--- config.mk ---
export PLATFORM = sky130hd
export DESIGN_NAME = usb_rx_bit_decoder_flat
export DESIGN_NICKNAME = d
export VERILOG_FILES = /design/src/rtl/usb_rx_bit_decoder_pkg.sv /design/src/rtl/usb_rx_bit_decoder_if.sv /design/src/rtl/usb_rx_bit_decoder_phase_timer.sv /design/src/rtl/usb_rx_bit_decoder.sv /design/src/flat_wrapper.sv
export SDC_FILE = /design/constraint.sdc
export NUM_CORES = 1
export LEC_CHECK = 0
export CORE_UTILIZATION = 47
export CTS_CLUSTER_DIAMETER = 80
export DETAILED_ROUTE_END_ITERATION = 16
export PLACE_DENSITY = 0.72
export SYNTH_ARGS = -nofsm -noshare
export SYNTH_HDL_FRONTEND = slang
export SYNTH_SLANG_ARGS = --single-unit
--- constraint.sdc ---
create_clock -name clk -period 1.4 [get_ports clk]
set_input_delay 0.28 -clock clk [delete_from_list [all_inputs] [get_ports clk]]
set_output_delay 0.28 -clock clk [all_outputs]
set_load 0.1 [all_outputs]
--- src/rtl/usb_rx_bit_decoder_pkg.sv ---
// Shared constants and helpers for the USB full-speed receive bit decoder.
package usb_rx_pkg;

    localparam int unsigned CLKS_PER_BIT = 8;
    localparam int unsigned SAMPLE_PT    = 3;
    localparam int unsigned MAX_ONES     = 6;

    // Full-speed idle (J) level on D+.
    localparam logic        LINE_J       = 1'b1;

    localparam int unsigned PHASE_W      = $clog2(CLKS_PER_BIT);
    localparam int unsigned ONES_W       = 3;
    localparam int unsigned BIT_CNT_W    = 3;

    // Single-ended zero: both data lines low.
    function automatic logic is_se0(input logic dp, input logic dm);
        return (!dp) && (!dm);
    endfunction

endpackage

--- src/rtl/usb_rx_bit_decoder_if.sv ---
// Line inputs and decoded-bit outputs between the line front end,
// the bit decoder and the receive shift register / RX control unit.
interface usb_rx_bit_decoder_if;

    logic d_plus_sync;
    logic d_minus_sync;
    logic rcving;
    logic shift_enable;
    logic d_sent;
    logic stuff_bit;
    logic byte_received;
    logic eop;
    logic stuff_error;

    modport master (
        output d_plus_sync,
        output d_minus_sync,
        output rcving,
        input  shift_enable,
        input  d_sent,
        input  stuff_bit,
        input  byte_received,
        input  eop,
        input  stuff_error
    );

    modport slave (
        input  d_plus_sync,
        input  d_minus_sync,
        input  rcving,
        output shift_enable,
        output d_sent,
        output stuff_bit,
        output byte_received,
        output eop,
        output stuff_error
    );

endinterface

--- src/rtl/usb_rx_bit_decoder_phase_timer.sv ---
// Bit-phase counter with edge resync; strobes once per bit time at the
// configured sample point.
module usb_rx_phase_timer #(
    parameter int unsigned CLKS_PER_BIT = usb_rx_pkg::CLKS_PER_BIT,
    parameter int unsigned SAMPLE_PT    = usb_rx_pkg::SAMPLE_PT
) (
    input  logic clk,
    input  logic rst,
    input  logic rcving_i,
    input  logic line_i,
    output logic sample_o
);
    import usb_rx_pkg::*;

    localparam int unsigned PW = (CLKS_PER_BIT > 1) ? $clog2(CLKS_PER_BIT) : 1;

    logic [PW-1:0] phase_q, phase_d;
    logic          line_q,  line_d;

    // Next phase: restart at 1 after a line transition, else wrap-count.
    always_comb begin
        phase_d = '0;
        line_d  = LINE_J;
        if (rcving_i) begin
            line_d = line_i;
            if (line_i != line_q) begin
                phase_d = PW'(1);
            end else if (phase_q == PW'(CLKS_PER_BIT - 1)) begin
                phase_d = '0;
            end else begin
                phase_d = phase_q + 1'b1;
            end
        end
    end

    // Phase and delayed-line registers.
    always_ff @(posedge clk or posedge rst) begin
        if (rst) begin
            phase_q <= '0;
            line_q  <= LINE_J;
        end else begin
            phase_q <= phase_d;
            line_q  <= line_d;
        end
    end

    // Sampling uses the current phase, so an edge in the sample cycle
    // still samples first and only realigns from the next cycle.
    assign sample_o = rcving_i && (phase_q == PW'(SAMPLE_PT));

endmodule

--- src/rtl/usb_rx_bit_decoder.sv ---
// USB receive bit decoder: clock recovery, NRZI decode, bit destuffing,
// SE0/EOP detection and byte-boundary signalling for the RX shift register.
module usb_rx_bit_decoder #(
    parameter int unsigned CLKS_PER_BIT = usb_rx_pkg::CLKS_PER_BIT,
    parameter int unsigned SAMPLE_PT    = usb_rx_pkg::SAMPLE_PT,
    parameter int unsigned MAX_ONES     = usb_rx_pkg::MAX_ONES
) (
    input  logic                   clk,
    input  logic                   rst,
    usb_rx_bit_decoder_if.slave    bus
);
    import usb_rx_pkg::*;

    logic                 sample;

    logic                 prev_q,          prev_d;
    logic [ONES_W-1:0]    ones_q,          ones_d;
    logic [BIT_CNT_W-1:0] bit_cnt_q,       bit_cnt_d;
    logic                 shift_enable_q,  shift_enable_d;
    logic                 d_sent_q,        d_sent_d;
    logic                 stuff_bit_q,     stuff_bit_d;
    logic                 byte_received_q, byte_received_d;
    logic                 eop_q,           eop_d;
    logic                 stuff_error_q,   stuff_error_d;
    logic                 dec;

    usb_rx_phase_timer #(
        .CLKS_PER_BIT (CLKS_PER_BIT),
        .SAMPLE_PT    (SAMPLE_PT)
    ) u_phase_timer (
        .clk      (clk),
        .rst      (rst),
        .rcving_i (bus.rcving),
        .line_i   (bus.d_plus_sync),
        .sample_o (sample)
    );

    // NRZI: no change since the previous bit decodes as 1.
    assign dec = (bus.d_plus_sync == prev_q);

    // Per-sample decode, destuff and byte counting.
    always_comb begin
        prev_d          = prev_q;
        ones_d          = ones_q;
        bit_cnt_d       = bit_cnt_q;
        shift_enable_d  = 1'b0;
        d_sent_d        = d_sent_q;
        stuff_bit_d     = 1'b0;
        eop_d           = 1'b0;
        stuff_error_d   = 1'b0;
        // The bit that wrapped bit_cnt to 0 was shifted last cycle; a stuff
        // bit never advances bit_cnt, so it cannot delay this.
        byte_received_d = shift_enable_q && !stuff_bit_q && (bit_cnt_q == '0);

        if (!bus.rcving) begin
            prev_d          = LINE_J;
            ones_d          = '0;
            bit_cnt_d       = '0;
            d_sent_d        = 1'b0;
            byte_received_d = 1'b0;
        end else if (sample) begin
            if (is_se0(bus.d_plus_sync, bus.d_minus_sync)) begin
                eop_d     = 1'b1;
                ones_d    = '0;
                bit_cnt_d = '0;
            end else begin
                shift_enable_d = 1'b1;
                d_sent_d       = dec;
                prev_d         = bus.d_plus_sync;
                if (ones_q == ONES_W'(MAX_ONES)) begin
                    stuff_bit_d   = 1'b1;
                    stuff_error_d = dec;
                    ones_d        = '0;
                end else begin
                    ones_d    = dec ? (ones_q + 1'b1) : '0;
                    bit_cnt_d = bit_cnt_q + 1'b1;
                end
            end
        end
    end

    // Decoder state and registered outputs.
    always_ff @(posedge clk or posedge rst) begin
        if (rst) begin
            prev_q          <= LINE_J;
            ones_q          <= '0;
            bit_cnt_q       <= '0;
            shift_enable_q  <= 1'b0;
            d_sent_q        <= 1'b0;
            stuff_bit_q     <= 1'b0;
            byte_received_q <= 1'b0;
            eop_q           <= 1'b0;
            stuff_error_q   <= 1'b0;
        end else begin
            prev_q          <= prev_d;
            ones_q          <= ones_d;
            bit_cnt_q       <= bit_cnt_d;
            shift_enable_q  <= shift_enable_d;
            d_sent_q        <= d_sent_d;
            stuff_bit_q     <= stuff_bit_d;
            byte_received_q <= byte_received_d;
            eop_q           <= eop_d;
            stuff_error_q   <= stuff_error_d;
        end
    end

    assign bus.shift_enable  = shift_enable_q;
    assign bus.d_sent        = d_sent_q;
    assign bus.stuff_bit     = stuff_bit_q;
    assign bus.byte_received = byte_received_q;
    assign bus.eop           = eop_q;
    assign bus.stuff_error   = stuff_error_q;

endmodule
--- src/flat_wrapper.sv ---
// flat-port wrapper written by rule: the top's interface ports become plain ports
module usb_rx_bit_decoder_flat import usb_rx_pkg::*;
#(
    parameter int unsigned CLKS_PER_BIT = usb_rx_pkg::CLKS_PER_BIT,
    parameter int unsigned SAMPLE_PT    = usb_rx_pkg::SAMPLE_PT,
    parameter int unsigned MAX_ONES     = usb_rx_pkg::MAX_ONES
)
  (clk, rst, bus_d_plus_sync, bus_d_minus_sync, bus_rcving, bus_shift_enable, bus_d_sent, bus_stuff_bit, bus_byte_received, bus_eop, bus_stuff_error);
  usb_rx_bit_decoder_if bus_i ();
  input  logic clk;
  input  logic rst;
  input wire logic [$bits(bus_i.d_plus_sync)-1:0] bus_d_plus_sync;
  input wire logic [$bits(bus_i.d_minus_sync)-1:0] bus_d_minus_sync;
  input wire logic [$bits(bus_i.rcving)-1:0] bus_rcving;
  output wire logic [$bits(bus_i.shift_enable)-1:0] bus_shift_enable;
  output wire logic [$bits(bus_i.d_sent)-1:0] bus_d_sent;
  output wire logic [$bits(bus_i.stuff_bit)-1:0] bus_stuff_bit;
  output wire logic [$bits(bus_i.byte_received)-1:0] bus_byte_received;
  output wire logic [$bits(bus_i.eop)-1:0] bus_eop;
  output wire logic [$bits(bus_i.stuff_error)-1:0] bus_stuff_error;
  assign bus_i.d_plus_sync = bus_d_plus_sync;
  assign bus_i.d_minus_sync = bus_d_minus_sync;
  assign bus_i.rcving = bus_rcving;
  assign bus_shift_enable = bus_i.shift_enable;
  assign bus_d_sent = bus_i.d_sent;
  assign bus_stuff_bit = bus_i.stuff_bit;
  assign bus_byte_received = bus_i.byte_received;
  assign bus_eop = bus_i.eop;
  assign bus_stuff_error = bus_i.stuff_error;
  usb_rx_bit_decoder #(.CLKS_PER_BIT(CLKS_PER_BIT), .SAMPLE_PT(SAMPLE_PT), .MAX_ONES(MAX_ONES)) u_core (.clk(clk), .rst(rst), .bus(bus_i));
endmodule
# After elaboration in Yosys (flattened, before gate mapping)
# Index checks and enable logic that the tools add are counted.
dict set report word_totals {
  output_inout_bits 6
  register_bits 17
  wordCells 66
  in_bits 5
}
dict set report classes {
  reduce_logical 10
  n_eq_ne 8
  n_mux 34
  n_addsub 3
}
# operator n
set op_table {}
lappend op_table {{two-way mux 3 bit} 12}
lappend op_table {{two-way mux 1 bit} 22}
lappend op_table {{adder 3 x 1 -> 3 bit, second input constant} 3}
lappend op_table {{equality test 3 bit, second input constant} 2}
lappend op_table {{logical AND 1 bit} 4}
lappend op_table {{AND reduction 2 bit} 2}
lappend op_table {{equality test 3 x 2 -> 1 bit, second input constant} 1}
lappend op_table {{logical NOT 1 bit} 3}
lappend op_table {{logical NOT 3 bit} 1}
lappend op_table {{!= test 3 x 2 -> 1 bit, second input constant} 1}
lappend op_table {{!= test 2 x 1 -> 1 bit, second input constant} 1}
lappend op_table {{!= test 2 bit, second input constant} 1}
lappend op_table {{equality test 1 bit} 1}
lappend op_table {{!= test 1 bit} 1}

# Logic depth before layout (Yosys ltp)
dict set report depth {
  depth_word 6
  mapped_depth 6
  mapped_depth_nobuf 5
}

# Cells and area by module
# A second synthesis with hierarchy kept.
dict set report hier_totals {
  hier_cells 85
  hier_area_um2 883.3
}
# mod area_per_inst_um2 instances cells_per_inst seq_area_each_um2
set by_module_without_submodules {}
lappend by_module_without_submodules {usb_rx_bit_decoder 683.2 1 67 326.6}
lappend by_module_without_submodules {usb_rx_phase_timer 200.2 1 18 101.3}

# Worst setup path before layout
# No wires, ideal clock.
dict set report synth_timing {
  path_kind {register to register}
  start {register u_core.u_phase_timer.phase_q[0]}
  end {register u_core.ones_q[2]}
  arrival_time_ns 1.406
  t_required_ns 1.274
  slack_ns -0.132
  synth_period_minus_slack_ns 1.532
  stages_incl_launch_ff 7
  setup_time_ns 0.126
  n_path_buf 1
  path_cell_list {dfrtp_1 ha_1 ha_1 clkbuf_1 nand2_1 a21oi_2 a221o_1}
}
dict set report synth_between {
  elab_chain_len 3
}
# item line_no
set synth_rtl {}
lappend synth_rtl {{from (decl)} usb_rx_bit_decoder_phase_timer.sv:17} ;# logic [PW-1:0] phase_q, phase_d;
lappend synth_rtl {{from (signal assigned)} usb_rx_bit_decoder_phase_timer.sv:42} ;# phase_q <= phase_d;
lappend synth_rtl {{equality test 3 x 2 -> 1 bit} usb_rx_bit_decoder_phase_timer.sv:49} ;# assign sample_o = rcving_i && (phase_q == PW'(SAMPLE_PT));
lappend synth_rtl {{logical AND 1 bit} usb_rx_bit_decoder_phase_timer.sv:49}
lappend synth_rtl {{!= test 2 x 1 -> 1 bit (no source line)} -}
lappend synth_rtl {{to (signal assigned)} usb_rx_bit_decoder.sv:96} ;# ones_q <= ones_d;
lappend synth_rtl {{to (decl)} usb_rx_bit_decoder.sv:17} ;# logic [ONES_W-1:0] ones_q, ones_d;
# No other way between the ends.
# A chain may end at the register's enable or synchronous reset.

# Worst setup path after layout
# Ends and elaborated chain as after synthesis.

==> qor.txt <==
outcome: completed
Syn. warnings: 0
Critical Path Max Stage Delay: 0.42 ns
vias in the first global route: 600
area share of the largest cell type after synthesis: 0.430
Mapped Nets: 93
post-DP HPWL: 1240 µm
Cell Area, Synth: 873 µm²
critical-path cell list: ha_4 > ha_4 > nand2_2 > a21oi_2 > a221o_1
Post-Syn Instances: 81
Flop pwr share: 0.566
first-pass GRT wire length: 2550 µm
I/O Buffers: 10
root buf cell: clkbuf_4
via density per instance: 5.20
DR pass1 iterations: 3
Max-slew headroom: 0.786
fin crit share: 0.981
number of synthesized flops with an enable pin: 0
DRT antenna net count: 0
Reg area: 429 µm²
Comb pwr share: 0.145
crit path max fanout: 6
Clock Power Share: 0.289
routed len/inst: 13.2 µm
most common cell in the netlist: dfrtp_1
CP max-delay cell: dfrtp_1
Psw: 0.234 mW
Worst-Skew Late Latency: 0.28 ns
Top delay family on crit path: flip-flops
register-to-register path setup slack: 0.03 ns
CTS buffer count: 3
Hold WC Path Type: input pin to async pin
final setup vio count: 0
Post-synth top cells: dfrtp_1, inv_1, ha_1, nand2_1
Tot GR Track Use: 0.180
Sw Ratio: 0.257
initial antenna violation count: 0
IO Pins: 11
final setup TNS: 0 ns
syn avg cell area: 10.8 µm²
Cell Int Power: 0.676 mW
RR Startpoint: u_core.u_phase_timer.phase_q[0]
synth top area cells: dfrtp_1, ha_1, dfstp_2, inv_1, a2111oi_4
total power draw: 0.909 mW
Routed WL: 1680 µm
Top FF cell, synth: dfrtp_1
worst slack, placed: -0.294 ns
Buf+Inv Stages, Crit Path: 0
Setup Fix Bufs, Post-CTS: 0
grt ovf: 0
synthesized flop and latch total: 17
synth unique cells: 28
synth-to-layout area growth: 36.7%
Die Area: 2030 µm²
Reg2Reg Capture Point: u_core.ones_q[2]
Cell Rows: 15
minimum clock period: 1.37 ns
n_diodes: 0
Register-to-Register Path Depth: 5
Die X: 45.1 µm
CTS tree: done
routability cong.: 0.784
cell area power density: 762 nW/µm²
initial DRC count: 8
CORE AREA: 1730 µm²
Cell Count, Final, Fillers Out: 127
Final Skew: 0.00136 ns
total vias in the final route: 660
residual DRC count: 0
# fillers: 140
worst setup margin: 0.0261 ns
LEAKAGE: 0.546 nW
Worst-path clk slew: 0.10 ns
Bufs on Longest Clock Path: 2
Die Y-Extent: 45.1 µm
Initial Util: 0.506
Critical Path Most Common Cell: ha_4
Placed Cells: 123
largest area contributor in the netlist: dfrtp_1
RSZ-0062 raised after global routing: true
critical path class: register to register
Post-synth ARST share: 1.00
Clock Sinks: 17
sequential-to-total area share from yosys stat: 0.490
largest net degree at the start of global routing: 11
Setup crit end kind: register
maximum clock frequency: 0.728 GHz
final net count: 115
critical path arrival: 1.55 ns
startpoint types: register
multi-input logic area: 429 µm²
Peak VDD IR: 0.554 mV
Final Max Tran Viols: 0
layout cells sized above 1: 0.304
final core utilization: 0.691
Crit path required time: 1.58 ns
H-tree Lvls: 1
# hold bufs at CTS: 0
Hold Vio Cnt, Final: 0
MaxCap Viol Count: 0
Worst Max-Slew Pin Slew: 0.319 ns
[final cells by class]
| cell class | instances | area share |
|---|---|---|
| Sequential cell | 17 | 0.360 |
| Multi-Input combinational cell | 52 | 0.360 |
| Timing Repair Buffer | 21 | 0.208 |
| Tap cell | 25 | 0.0262 |
| Inverter | 8 | 0.0252 |
| Clock buffer | 4 | 0.0220 |
[metrics by stage]
stage | hold slack [ns] | cell area [µm²]
after floorplan | 0.205 | 892
after global placement | 0.494 | 1140
after detailed placement | 0.509 | 1140
after CTS | 0.246 | 1180
after global routing | 0.276 | 1190
final | 0.230 | 1190
[worst max-delay path by stage]
stage                                                from             endpoint  slack, ns  cells after the start
after floorplan           u_core.u_phase_timer.phase_q[0]  u_core.bit_cnt_q[0]      -0.03                      6
after global placement                   bus_d_minus_sync     u_core.ones_q[2]      -0.24                      4
after detailed placement                 bus_d_minus_sync     u_core.ones_q[2]      -0.29                      4
after CTS                                bus_d_minus_sync     u_core.ones_q[2]      0.001                      4
after global routing      u_core.u_phase_timer.phase_q[0]  u_core.bit_cnt_q[0]      -0.02                      5
final                     u_core.u_phase_timer.phase_q[0]     u_core.ones_q[2]       0.03                      5
[flip-flops by register name, indices dropped and copies added (netlist names)]
name and flops:
u_core.bit_cnt_q 3, u_core.bus.stuff_error 1, u_core.prev_q 1, u_core.bus.d_sent 1, u_core.bus.byte_received 1, u_core.bus.shift_enable 1, u_core.u_phase_timer.phase_q 3, u_core.bus.stuff_bit 1
u_core.u_phase_timer.line_q 1, u_core.bus.eop 1, u_core.ones_q 3
[logic make-up after synthesis]
group	synth area share
AND/OR/NAND/NOR	0.150
AO/OA/AOI/OAI	0.183
flip-flops	0.490
buffers and inverters	0.0530
adder cells (fa/ha/maj)	0.100
XOR/XNOR	0.0100
multiplexers	0.0129
[power by group through the flow]
stage	Combinational, mW	Sequential, mW	Clock [mW]
global placement	0.123	0.522	0
floorplan	0.0550	0.537	0
detailed placement	0.128	0.522	0
global route	0.145	0.516	0.279
finish	0.131	0.515	0.263
CTS	0.131	0.513	0.267
[placed cells by master, fill, tap and decap left out, types with 3 or more instances in the layout]
cell	synthesis	routed
buf_4	0	11
a21oi_1	4	4
nand2_1	7	5
ha_1	7	5
dfrtp_1	15	14
inv_1	8	8
a22o_1	3	3
nor3b_1	3	3
clkbuf_4	0	3
buf_12	0	6
nor2_1	3	3
nand2b_1	4	4
[metal layers]
| layer | GRT usage | vias to the layer above | part of all wire |
|---|---|---|---|
| li1 | - | 319 | - |
| met1 | 0.223 | 329 | 0.45 |
| met2 | 0.313 | 8 | 0.52 |
| met3 | 0.0240 | 4 | 0.018 |
| met4 | 0.0788 | 0 | 0.016 |
| met5 | 0 | - | 0 |
[timing repair]
action                                 CTS  global route
gates resized for setup                  2             6
setup endpoints to repair                2             5
pin swaps                                0             2
endpoints found under the hold margin    0             0
Note: power is estimated with default switching activity, not from simulation.
